### src/rtl/lbp_engine_p.sv
// Local-binary-pattern engine: streams a gray frame in raster order, keeps a 3x3
// window in a 2-line shift buffer and writes one LBP code per output address.
module lbp_engine_p #(
    parameter int IMG_W       = 8,
    parameter int IMG_H       = 8,
    parameter int PIX_W       = 8,
    parameter int AW          = 6,
    parameter int BORDER_MODE = 0
) (
    input  logic             clk,
    input  logic             reset,
    input  logic             start,
    input  logic [PIX_W-1:0] thr,
    output logic             gray_req,
    output logic [AW-1:0]    gray_addr,
    input  logic [PIX_W-1:0] gray_data,
    output logic [AW-1:0]    lbp_addr,
    output logic [7:0]       lbp_data,
    output logic             lbp_write,
    output logic             busy,
    output logic             finish
);

    localparam int          NPIX = IMG_W * IMG_H;
    localparam int          CW   = AW + 2;
    localparam int unsigned SRL  = 2 * IMG_W + 3;

    localparam logic [CW-1:0] COL_MAX  = CW'(IMG_W - 1);
    localparam logic [CW-1:0] ROW_MAX  = CW'(IMG_H - 1);
    localparam logic [CW-1:0] LAST_WR  = (BORDER_MODE != 0) ? CW'(NPIX - 1) : CW'(NPIX - IMG_W - 2);
    localparam logic [CW-1:0] FIRST_WR = (BORDER_MODE != 0) ? '0 : CW'(IMG_W + 1);
    localparam logic [CW-1:0] FIRST_RC = (BORDER_MODE != 0) ? '0 : CW'(1);
    localparam logic [CW-1:0] WIN_LAG  = CW'(IMG_W + 1);

    typedef enum logic [2:0] {
        S_IDLE,
        S_READ,
        S_WSET,
        S_WPUL,
        S_DONE
    } state_t;

    state_t            r_state;
    state_t            w_nxt;
    logic [PIX_W-1:0]  r_thr;
    logic [CW-1:0]     r_ncap;
    logic [CW-1:0]     r_wptr;
    logic [CW-1:0]     r_wrow;
    logic [CW-1:0]     r_wcol;
    logic [AW-1:0]     r_lbp_addr;
    logic [7:0]        r_lbp_data;
    logic [PIX_W-1:0]  r_sr [SRL];

    logic              w_cap;
    logic              w_accept;
    logic [CW-1:0]     w_ncap;
    logic [CW-1:0]     w_wptr;
    logic [CW-1:0]     w_wrow;
    logic [CW-1:0]     w_wcol;
    logic              w_border;
    logic              w_rdy;
    logic [7:0]        w_code;
    logic [PIX_W-1:0]  w_sr [SRL];
    logic [PIX_W-1:0]  w_nb [8];
    logic [PIX_W:0]    w_ref;

    // Window taps: w_sr[0] is the newest pixel, the center sits IMG_W+1 behind it.
    always_comb begin
        w_cap    = (r_state == S_READ);
        w_accept = start && ((r_state == S_IDLE) || (r_state == S_DONE));
        w_ncap   = w_cap ? r_ncap + CW'(1) : r_ncap;
        w_sr[0]  = w_cap ? gray_data : r_sr[0];
        for (int unsigned i = 1; i < SRL; i++) begin
            w_sr[i] = w_cap ? r_sr[i-1] : r_sr[i];
        end
        w_nb[0] = w_sr[2*IMG_W+2];
        w_nb[1] = w_sr[2*IMG_W+1];
        w_nb[2] = w_sr[2*IMG_W];
        w_nb[3] = w_sr[IMG_W+2];
        w_nb[4] = w_sr[IMG_W];
        w_nb[5] = w_sr[2];
        w_nb[6] = w_sr[1];
        w_nb[7] = w_sr[0];
        w_ref   = {1'b0, w_sr[IMG_W+1]} + {1'b0, r_thr};
    end

    // Write pointer walks every address (border mode) or only interior ones.
    always_comb begin
        w_wptr = r_wptr;
        w_wrow = r_wrow;
        w_wcol = r_wcol;
        if (r_state == S_WPUL) begin
            if (BORDER_MODE != 0) begin
                w_wptr = r_wptr + CW'(1);
                if (r_wcol == COL_MAX) begin
                    w_wcol = '0;
                    w_wrow = r_wrow + CW'(1);
                end else begin
                    w_wcol = r_wcol + CW'(1);
                end
            end else if (r_wcol == COL_MAX - CW'(1)) begin
                w_wptr = r_wptr + CW'(3);
                w_wcol = CW'(1);
                w_wrow = r_wrow + CW'(1);
            end else begin
                w_wptr = r_wptr + CW'(1);
                w_wcol = r_wcol + CW'(1);
            end
        end
        w_border = (w_wrow == '0) || (w_wrow == ROW_MAX) || (w_wcol == '0) || (w_wcol == COL_MAX);
        if (w_border) begin
            w_rdy = (BORDER_MODE != 0) && (w_wptr < w_ncap);
        end else begin
            w_rdy = (w_wptr + WIN_LAG) < w_ncap;
        end
        w_code = '0;
        if (!w_border) begin
            for (int unsigned k = 0; k < 8; k++) begin
                w_code[k] = ({1'b0, w_nb[k]} >= w_ref);
            end
        end
    end

    always_comb begin
        w_nxt = r_state;
        case (r_state)
            S_IDLE, S_DONE: if (start) w_nxt = S_READ;
            S_READ:         if (w_rdy) w_nxt = S_WSET;
            S_WSET:         w_nxt = S_WPUL;
            S_WPUL: begin
                if (r_wptr == LAST_WR) w_nxt = S_DONE;
                else if (w_rdy)        w_nxt = S_WSET;
                else                   w_nxt = S_READ;
            end
            default:        w_nxt = S_IDLE;
        endcase
    end

    always_ff @(posedge clk) begin
        if (!reset) begin
            r_state    <= S_IDLE;
            r_thr      <= '0;
            r_ncap     <= '0;
            r_wptr     <= '0;
            r_wrow     <= '0;
            r_wcol     <= '0;
            r_lbp_addr <= '0;
            r_lbp_data <= '0;
        end else begin
            r_state <= w_nxt;
            if (w_accept) begin
                r_thr  <= thr;
                r_ncap <= '0;
                r_wptr <= FIRST_WR;
                r_wrow <= FIRST_RC;
                r_wcol <= FIRST_RC;
            end else begin
                r_ncap <= w_ncap;
                r_wptr <= w_wptr;
                r_wrow <= w_wrow;
                r_wcol <= w_wcol;
            end
            if ((w_nxt == S_WSET) && (r_state != S_WSET)) begin
                r_lbp_addr <= w_wptr[AW-1:0];
                r_lbp_data <= w_code;
            end
        end
    end

    always_ff @(posedge clk) begin
        for (int unsigned i = 0; i < SRL; i++) begin
            r_sr[i] <= w_sr[i];
        end
    end

    assign gray_req  = (r_state == S_READ);
    assign gray_addr = r_ncap[AW-1:0];
    assign lbp_addr  = r_lbp_addr;
    assign lbp_data  = r_lbp_data;
    assign lbp_write = (r_state == S_WPUL);
    assign busy      = (r_state == S_READ) || (r_state == S_WSET) || (r_state == S_WPUL);
    assign finish    = (r_state == S_DONE);

endmodule
### config.mk
export PLATFORM = sky130hd
export DESIGN_NAME = lbp_engine_p
export DESIGN_NICKNAME = d
export VERILOG_FILES = /design/src/rtl/lbp_engine_p.sv
export SDC_FILE = /design/constraint.sdc
export NUM_CORES = 1
export LEC_CHECK = 0
export BUFFER_PORTS_ARGS = -buffer_cell sky130_fd_sc_hd__buf_2
export CAP_MARGIN = 40
export CORE_UTILIZATION = 61
export CTS_CLUSTER_DIAMETER = 150
export CTS_CLUSTER_SIZE = 14
export DETAILED_ROUTE_END_ITERATION = 8
export PLACE_DENSITY_LB_ADDON = 0.08
export REMOVE_ABC_BUFFERS = 1
export SLEW_MARGIN = 0
export SYNTH_ARGS = -nofsm -noshare
export SYNTH_HDL_FRONTEND = slang
export SYNTH_SLANG_ARGS = --single-unit
### constraint.sdc
create_clock -name clk -period 4.7 [get_ports clk]
set_input_delay 0.94 -clock clk [delete_from_list [all_inputs] [get_ports clk]]
set_output_delay 0.94 -clock clk [all_outputs]
set_load 0.005 [all_outputs]
* Word-level counts from Yosys, hierarchy flattened
Memories as Yosys holds them, arrays and structs flattened.
Index checks and enable logic that the tools add are counted.
** Storage, ports and cells
- Register bits after elaboration :: 57
- Bits in latches :: 0
- RAM bits :: 152
- ROM bits :: 0
- Input port bits :: 19
- Output and inout port bits :: 24
- Word-level logic and storage cells :: 88
- Memories :: 1
** Operators by class
- Add/sub/neg operators :: 7
- Multipliers :: 0
- Div/mod/pow operators :: 0
- Magnitude comparators :: 9
- Equality and inequality tests :: 10
- Shift-type cells :: 0
- Mux-type cells :: 36
- Bitwise gates (word level) :: 1
- Reduce and logical (&&, ||, !) cells :: 13
** Memory list
- r_sr :: depth 19, bits a word 8, rd ports 19, clocked after memory_dff 0, wr ports 19, line 52 : logic [PIX_W-1:0] r_sr [SRL];
** Operators with widths (count)
- $mux W8 :: 27
- $ge A8 B9 Y1 :: 8
- $add A8 B1 Y8 const B :: 4
- $eq A8 B3 Y1 const B :: 3
- $logic_not A8 Y1 :: 2
- $pmux W3 S4 :: 1
- $add A8 B8 Y9 :: 1
- $eq A3 B2 Y1 const B :: 3
- $mux W3 :: 3
- $add A8 B2 Y8 const B :: 1
- $add A8 B4 Y8 const B :: 1
- $eq A8 B6 Y1 const B :: 1
- $lt A8 B8 Y1 :: 1
- $logic_or A1 B1 Y1 :: 6
- $mux W4 :: 1
- $reduce_or A2 Y1 :: 2
- $eq A3 B1 Y1 const B :: 1
- $eq A3 B3 Y1 const B :: 1
- $logic_not A3 Y1 :: 1
- $mux W1 :: 3
- $ne A3 B2 Y1 const B :: 1
- $logic_and A1 B1 Y1 :: 2
- $mux W2 :: 1
- $not A1 Y1 :: 1

* Longest topological paths before layout
Gate-level depths: netlist (run 1).
- Depth in word-level cells :: 13
- Gate-level depth with buffers :: 20
- Depth with buffers taken out :: 20

* Worst setup path before layout (run 1)
No wires, ideal clock.
- Kind :: register to register
- From :: register r_wcol[0]
- To :: register r_lbp_data[6], in the netlist lbp_data[6]
- Library setup time :: 0.117 ns
- Arrival time :: 4.009 ns
- Required time :: 4.583 ns
- Slack :: 0.574 ns
- Cell stages (with the launch flop) :: 19
- Buffers on the path :: 1
- Clock period less this slack :: 4.126 ns
- Cell sequence :: dfxtp_1 > inv_1 > ha_1 > or3b_4 > nor2_1 > nand2_1 > fa_1 > o21ai_0 > ha_1 > nand2_1 > a211oi_1 > xnor2_1 > ha_1 > a21o_1 > a21oi_1 > o31a_1 > buf_6 > nand2_2 > a32o_1
** On the way
- Elaborated cells between the ends (all ways) :: 25
- Classes of those cells :: 2 x add/sub; 1 x order compare; 4 x eq/ne; 12 x mux; 6 x reduce/logical
** RTL lines
- start, declared :: line 49 : logic [CW-1:0] r_wcol;
- start signal, assigned :: line 161 : r_wcol <= w_wcol;
- $eq A8 B3 Y1 (*) :: line 101 : end else if (r_wcol == COL_MAX - CW'(1)) begin
- $mux W8 (*) :: line 101
- $mux W8 (*) :: line 92 : if (r_state == S_WPUL) begin
- via w_wptr[1] :: line 57 : logic [CW-1:0] w_wptr;
- $add A8 B4 Y8 (*) :: line 114 : w_rdy = (w_wptr + WIN_LAG) < w_ncap;
- $lt A8 B8 Y1 (*) :: line 114
- $mux W1 (*) :: line 111 : if (w_border) begin
- $mux W2 :: line 132 : else if (w_rdy) w_nxt = S_WSET;
- $mux W3 :: line 131 : if (r_wptr == LAST_WR) w_nxt = S_DONE;
- $pmux W3 S4 (*) :: line 126 : case (r_state)
- $eq A3 B2 Y1 (*) :: line 163 : if ((w_nxt == S_WSET) && (r_state != S_WSET)) begin
- $logic_and A1 B1 Y1 (*) :: line 163
- end signal, assigned :: line 165 : r_lbp_data <= w_code;
- end, declared :: line 51 : logic [7:0] r_lbp_data;
Mark *: on every way through the listed nets, which the timed path passes. The rest lies on a longest branch.
A chain may end at the register's enable or synchronous reset.

* Final worst setup path (run 1)
- From :: register r_wcol[0]
- To :: register r_lbp_data[4], in the netlist lbp_data[4]
** On the way
- Word-level cells in the longest chain between the ends :: 13
- Elaborated cells between the ends (all ways) :: 25
- Classes of those cells :: 2 x add/sub; 1 x order compare; 4 x eq/ne; 12 x mux; 6 x reduce/logical
** Ends and longest elaborated chain
- parallel branches: the longest is 13 deep, another holds $add A8 B4 Y8
Parallel ways; which one is timed is not known.

==> results of run 1 <==
cells by family after synthesis:
logic type / share of synthesized area
buffers and inverters: 0.0266
AO/OA/AOI/OAI: 0.0845
adder cells (fa/ha/maj): 0.118
XOR/XNOR: 0.0374
flip-flops: 0.532
multiplexers: 0.0941
AND/OR/NAND/NOR: 0.108
registers in the layout, summed over array words and instances, names as in the netlist:
| signal | flops |
|---|---|
| r_wrow | 8 |
| r_state | 3 |
| r_wcol | 8 |
| r_thr | 8 |
| lbp_data | 8 |
| r_sr | 152 |
| lbp_addr | 6 |
| r_ncap | 8 |
| r_wptr | 8 |
power by group through the flow:
| stage | Clock (mW) | Sequential, mW | Combinational (mW) |
|---|---|---|---|
| floorplan | 0 | 2.38 | 1.29 |
| global placement | 0 | 2.39 | 1.68 |
| detailed placement | 0 | 2.42 | 1.78 |
| CTS | 1.39 | 2.39 | 1.79 |
| global route | 1.46 | 2.42 | 2.03 |
| finish | 1.35 | 2.38 | 1.77 |
worst max path at each step:
stage / slack (ns) / startpoint / endpoint / cells after the start
3_3_place_gp: 0.21 / r_wcol[0]$_SDFF_PN0_ / lbp_data[4]$_SDFFE_PN0P_ / 17
3_5_place_dp: -0.06 / r_wcol[0]$_SDFF_PN0_ / lbp_data[5]$_SDFFE_PN0P_ / 17
4_1_cts: 0.09 / r_wcol[0]$_SDFF_PN0_ / lbp_data[5]$_SDFFE_PN0P_ / 18
2_1_floorplan: -5.37 / r_state[0]$_SDFF_PN0_ / lbp_data[0]$_SDFFE_PN0P_ / 13
5_1_grt: 0.04 / r_wcol[0]$_SDFF_PN0_ / lbp_addr[2]$_SDFFE_PN0P_ / 19
6_report: 0.29 / r_wcol[0]$_SDFF_PN0_ / lbp_data[4]$_SDFFE_PN0P_ / 19
final cells by class:
cell class / count / area, µm²
Clock buffer: 31 / 520
Inverter: 19 / 71.3
Fill cell: 1062 / 4400
Timing Repair Buffer: 62 / 368
Sequential cell: 209 / 4980
Multi-Input combinational cell: 518 / 4180
Tap cell: 184 / 230
routing by layer:
layer  vias to the layer above  global-route usage  part of all wire
li1                       2920                   -                 -
met1                      2844               0.278              0.42
met2                       118               0.418              0.51
met3                        43              0.0293             0.037
met4                         0              0.0914             0.031
met5                         -                   0                 0
synthesized netlist by cell type, drive strengths merged, types with 2 or more instances:
library cell	n	share of area
a211oi	9	0.0072
a21o	5	0.0041
a21oi	44	0.023
a311o	2	0.0023
a31oi	4	0.0027
a32o	9	0.0096
and2	5	0.0033
and3	2	0.0013
and4b	2	0.0021
buf	15	0.012
clkbuf	14	0.0056
dfxtp	129	0.28
edfxtp	80	0.26
fa	2	0.0043
ha	85	0.11
inv	19	0.0076
mux2	65	0.078
mux2i	15	0.016
nand2	43	0.017
nand2b	12	0.0080
nand3	12	0.0069
nand4	6	0.0040
nand4b	2	0.0035
nor2	69	0.028
nor2b	9	0.0060
nor3	18	0.011
nor3b	2	0.0027
nor4	6	0.0069
o21ai	23	0.012
o21bai	2	0.0016
o31a	2	0.0019
o41a	8	0.0096
or3	2	0.0019
xnor2	22	0.021
xor2	18	0.017
stage by stage:
step	cells	power [mW]	cell area [µm²]	util	hold WS, ns
final	1023	5.51	10400	0.702	0.413
after CTS	1021	5.57	10300	0.698	0.416
after detailed placement	988	4.20	9770	0.662	0.405
after floorplan	746	3.67	9190	-	0.400
after global placement	987	4.07	9750	0.661	0.400
after global routing	1023	5.91	10400	0.702	0.426
timing repair:
item                       4_1_cts  5_1_grt
setup endpoints to repair        9       16
buffers inserted                 2        2
resized for setup                1        7
pin swaps                        1        1
==> results.yml, run 1 <==
global_route:
  grt_first_pass_wirelength_um: 29100
  grt_start_max_net_pins: 63
  grt_overflow_total: 0
  gr-usage-all-layers: 0.231
  via_count_of_the_first_global_routing_pass: 6062
  antenna_found_initial: 0
floorplan:
  rows: 44
  die-area_um2: 15900
  floorplan.io_pins: 43
  core_region_area_um2: 14800
  die-width_um: 126
  die_height_um: 126
  initial_utilization: 0.635
place:
  place.gp.congestion: 0.961
  dp_slack_ns: -0.0607
  dp.final_hpwl_um: 13100
  port-buffer-count: 42
drt:
  routedWlPerCell_um: 17.4
  route.vias.total: 5925
  detail_route.drc_violations: 0
  routed_wl_um: 17800
  first_iter_violations: 257
  drt_first_pass_iters: 4
  ant_nets: 0
  avgViaCountPerCell: 5.79
yosys:
  post_synth_inst_count: 776
  yosysSeqAreaShare: 0.532
  mappedNetlistArea_um2: 9370
  yosys_register_bits: 209
  synth_cell_types: 62
  synth.yosys.warnings: 0
  synthesis.area_per_instance_um2: 12.1
  synth_edf_count: 80
  top_flip_flop_cell_by_instance_count_after_synthesis: "dfxtp_1"
  postSynth.asyncResetShare: 0
pwr:
  sw_frac_of_total: 0.306
  irDropWorstVdd_v: 0.000245
  comb_power_share: 0.322
  internal_power_mw: 3.82
  p_leak_nw: 4.14
  total_switching_power_mw: 1.68
  pwr_density_cell_nw_per_um2: 532
  power_frac_clock: 0.245
  portion_of_total_power_attributed_to_sequential_cells: 0.433
timing:
  rsz0062_at_grt: "false"
  max_slew.worst_pin.slew_ns: 0.823
  final_min_period_over_clock_period: 0.938
  timing.fmax_mhz: 227
  report.final.setup_viol: 0
  fin_clk_skew_ns: 0.0148
  postLayoutSetupSlackWorst_ns: 0.291
  timing.slew.headroom: 0.447
  finalHoldViolations: 0
  final_tns_setup_ns: 0
  final_slew_viol_count: 0
  final.min_clock_period_ns: 4.41
critical_path:
  critPathMaxStageDelay_ns: 0.42
  cp_num_buf_inv: 2
  critPathLaunchType: "flip-flop"
  r2r_setup_slack_ns: 0.29
  critical_path.top_delay_family: "simple AND/OR/NAND/NOR gates"
  slowest_stage_cell_on_the_critical_path: "fa_1"
  worstSetupPathType: "reg -> reg"
  worst-r2r-cell-count: 19
  worst-endpoint-arrival_ns: 4.78
  setup.worst_path.end_class: "flip-flop"
  worstReg2RegStart: "r_wcol[0]$_SDFF_PN0_"
  path_max_fanout: 5
  worstPathCellList: "inv_1 -> ha_1 -> or3b_4 -> nor2_2 -> nand2_1 -> fa_1 -> nor2_1 -> xor2_1 -> nand3_1 -> a21oi_2 -> nand2_1 -> xor2_1 -> ha_1 -> nand4_1 -> a211oi_2 -> a311o_2 -> nor3_4 -> buf_4 -> a32o_1"
  cp_data_required_time_ns: 5.07
  rr_endpoint: "lbp_data[4]$_SDFFE_PN0P_"
cells_and_area:
  layout-area-overhead-vs-synth_pct: 10.5
  most_common_cell_after_layout_fill_and_taps_aside: "dfxtp_1"
  final_net_count: 934
  antenna_cells: 0
  final_cell_mix: "dfxtp_1, ha_1, edfxtp_1, nor2_1, mux2_2"
  post_route_cells_drive_above_1_share: 0.205
clock_network:
  insertion_delay_ns: 0.48
  clkSlewWorstSetupHoldPaths_ns: 0.07
  maximum_clock_insertion_buffer_count: 3
  cts_sinks: 209
  cts_buffers: 18
  cts_tree: "built"
  ctsRootBufferMaster: "clkbuf_16"
  cts-hold-fix-buffers: 0
  h-tree-depth: 1
min_path:
  timing.hold.worst_endpoint: "r_sr[5][4]$_DFFE_PP_"
  whs_path_depth: 0
  hold_path_startpoint: "r_sr[4][4]$_DFFE_PP_"
  hold_class: "reg -> reg"
run:
  max-cap-violations: 0
status:
  status: "complete, no violations"
(Power assumes the default switching activity.)
==> inputs of run 2 (changes only) <==
--- a/config.mk
+++ b/config.mk
@@ -7,7 +7,8 @@
 export LEC_CHECK = 0
 export BUFFER_PORTS_ARGS = -buffer_cell sky130_fd_sc_hd__buf_2
 export CAP_MARGIN = 40
-export CORE_UTILIZATION = 61
+export CORE_UTILIZATION = 64
+export CTS_BUF_LIST = sky130_fd_sc_hd__clkbuf_8
 export CTS_CLUSTER_DIAMETER = 150
 export CTS_CLUSTER_SIZE = 14
 export DETAILED_ROUTE_END_ITERATION = 8
==> results.yml, run 2 (same netlist as run 1, synthesis figures left out) <==
status:
  status: "complete, no violations"
cells_and_area:
  largest-register: "r_sr"
  stdcell_area_um2: 10100
  multi_input_comb_area_um2: 4180
  most_common_cell_after_layout_fill_and_taps_aside: "dfxtp_1"
  layout-area-overhead-vs-synth_pct: 8.06
  antenna_cells: 0
  largest_register_ffs: 152
  fillCellCount: 1004
  final_cell_mix: "dfxtp_1, ha_1, edfxtp_1, nor2_1, mux2_2"
  seqCellArea_um2: 4980
  final_net_count: 929
  layoutNonFillerInstCount: 1015
  layout.core_utilization: 0.718
  post_route_cells_drive_above_1_share: 0.200
pwr:
  p_leak_nw: 4.08
  irDropWorstVdd_v: 0.000248
  pwr_density_cell_nw_per_um2: 500
  total_power_mw: 5.06
place:
  place.gp.congestion: 0.942
  port-buffer-count: 42
  dp_cells: 983
  dp_slack_ns: -0.0483
  dp.final_hpwl_um: 12900
  area_after_detailed_placement_um2: 9780
global_route:
  grt_overflow_total: 0
  gr-usage-all-layers: 0.234
  grt_first_pass_wirelength_um: 27300
  grt_start_max_net_pins: 44
  via_count_of_the_first_global_routing_pass: 5842
  antenna_found_initial: 0
critical_path:
  critPathMaxStageDelay_ns: 0.44
  slowest_stage_cell_on_the_critical_path: "a311o_2"
  worst-endpoint-arrival_ns: 4.86
  worstSetupPathType: "reg -> reg"
  path_max_fanout: 8
  setup.worst_path.end_class: "flip-flop"
  cp_data_required_time_ns: 5.15
  critPathLaunchType: "flip-flop"
  worstPathCellList: "inv_1 -> ha_1 -> or3b_4 -> nor2_2 -> nand2_1 -> fa_1 -> nor2_2 -> xor2_1 -> nand3_1 -> a21oi_2 -> nand2_1 -> xor2_1 -> ha_1 -> nand4_1 -> a211oi_2 -> a311o_2 -> nor3_4 -> a32o_1"
timing:
  final_slew_viol_count: 0
  timing.slew.headroom: 0.393
  max_slew.worst_pin.slew_ns: 0.905
  postLayoutSetupSlackWorst_ns: 0.282
  final_tns_setup_ns: 0
  hold-worst-slack_ns: 0.416
  finalHoldViolations: 0
  report.final.setup_viol: 0
  timing.fmax_mhz: 226
  final.min_clock_period_ns: 4.42
  fin_clk_skew_ns: 0.0285
  final_min_period_over_clock_period: 0.940
floorplan:
  initial_utilization: 0.665
  rows: 43
  die_height_um: 123
  core_region_area_um2: 14100
  die-width_um: 123
  die-area_um2: 15100
  floorplan.io_pins: 43
clock_network:
  cts_buffers: 18
  cts_tree: "built"
  maximum_clock_insertion_buffer_count: 3
  insertion_delay_ns: 0.51
  cts_sinks: 209
  cts-hold-fix-buffers: 0
  post_cts_buffers: 0
  h-tree-depth: 1
  clkSlewWorstSetupHoldPaths_ns: 0.09
  ctsRootBufferMaster: "clkbuf_8"
drt:
  drt_first_pass_iters: 5
  routedWlPerCell_um: 17.0
  avgViaCountPerCell: 5.77
  routed_wl_um: 17200
  first_iter_violations: 296
  detail_route.drc_violations: 0
  route.vias.total: 5855
  ant_nets: 0
min_path:
  hold_class: "reg -> reg"
run:
  max-cap-violations: 0
run 2: layout make-up:
| cell class | count | area share |
|---|---|---|
| inverters | 19 | 0.00704 |
| well taps | 180 | 0.0222 |
| clock inverters | 13 | 0.00482 |
| flip-flops and latches | 209 | 0.492 |
| multi-input cells | 518 | 0.413 |
| clock buffers | 19 | 0.0258 |
| repair buffers | 57 | 0.0351 |
run 2: path summary, 6_finish.rpt:
path	startpoint	end	slack, ns	cells past startpoint
setup reg to reg	r_wcol[0]$_SDFF_PN0_	lbp_data[3]$_SDFFE_PN0P_	0.28	18
hold reg to reg	r_sr[13][4]$_DFFE_PP_	r_sr[14][4]$_DFFE_PP_	0.42	0
setup / recovery	r_wcol[0]$_SDFF_PN0_	lbp_data[3]$_SDFFE_PN0P_	0.28	18
hold / removal	r_sr[13][4]$_DFFE_PP_	r_sr[14][4]$_DFFE_PP_	0.42	0
run 2: power breakdown:
part | switching (mW) | internal [mW] | total (mW) | leakage, nW
clock | 0.555 | 0.376 | 0.932 | 0.206
combinational | 0.926 | 0.818 | 1.74 | 2.05
sequential | 0.138 | 2.25 | 2.38 | 1.82
total | 1.62 | 3.44 | 5.06 | 4.08
run 2: critical path, delay by kind of cell, from the launching register on:
| kind | cells | cell delay, ns |
|---|---|---|
| xor gates and xnor gates | 2 | 0.37 |
| DFF | 1 | 0.36 |
| adders and majority gates | 3 | 0.96 |
| AOI/OAI and AO/OA | 4 | 0.93 |
| and+or+nand+nor | 8 | 1.60 |
| buffers and inverters | 1 | 0.13 |
run 2: layer usage:
layer	routed length, µm	GRT usage	part of all wire	vias up
met4	330	0.0663	0.019	0
met1	7310	0.273	0.42	2798
met3	645	0.0337	0.037	27
li1	-	-	-	2913
met2	8960	0.441	0.52	117
met5	0	0	0	-
run 2: repair_timing:
action | 4_1_cts | 5_1_grt
pin swaps | 0 | 1
endpoints found under the setup margin | 13 | 16
gates resized for setup | 2 | 7
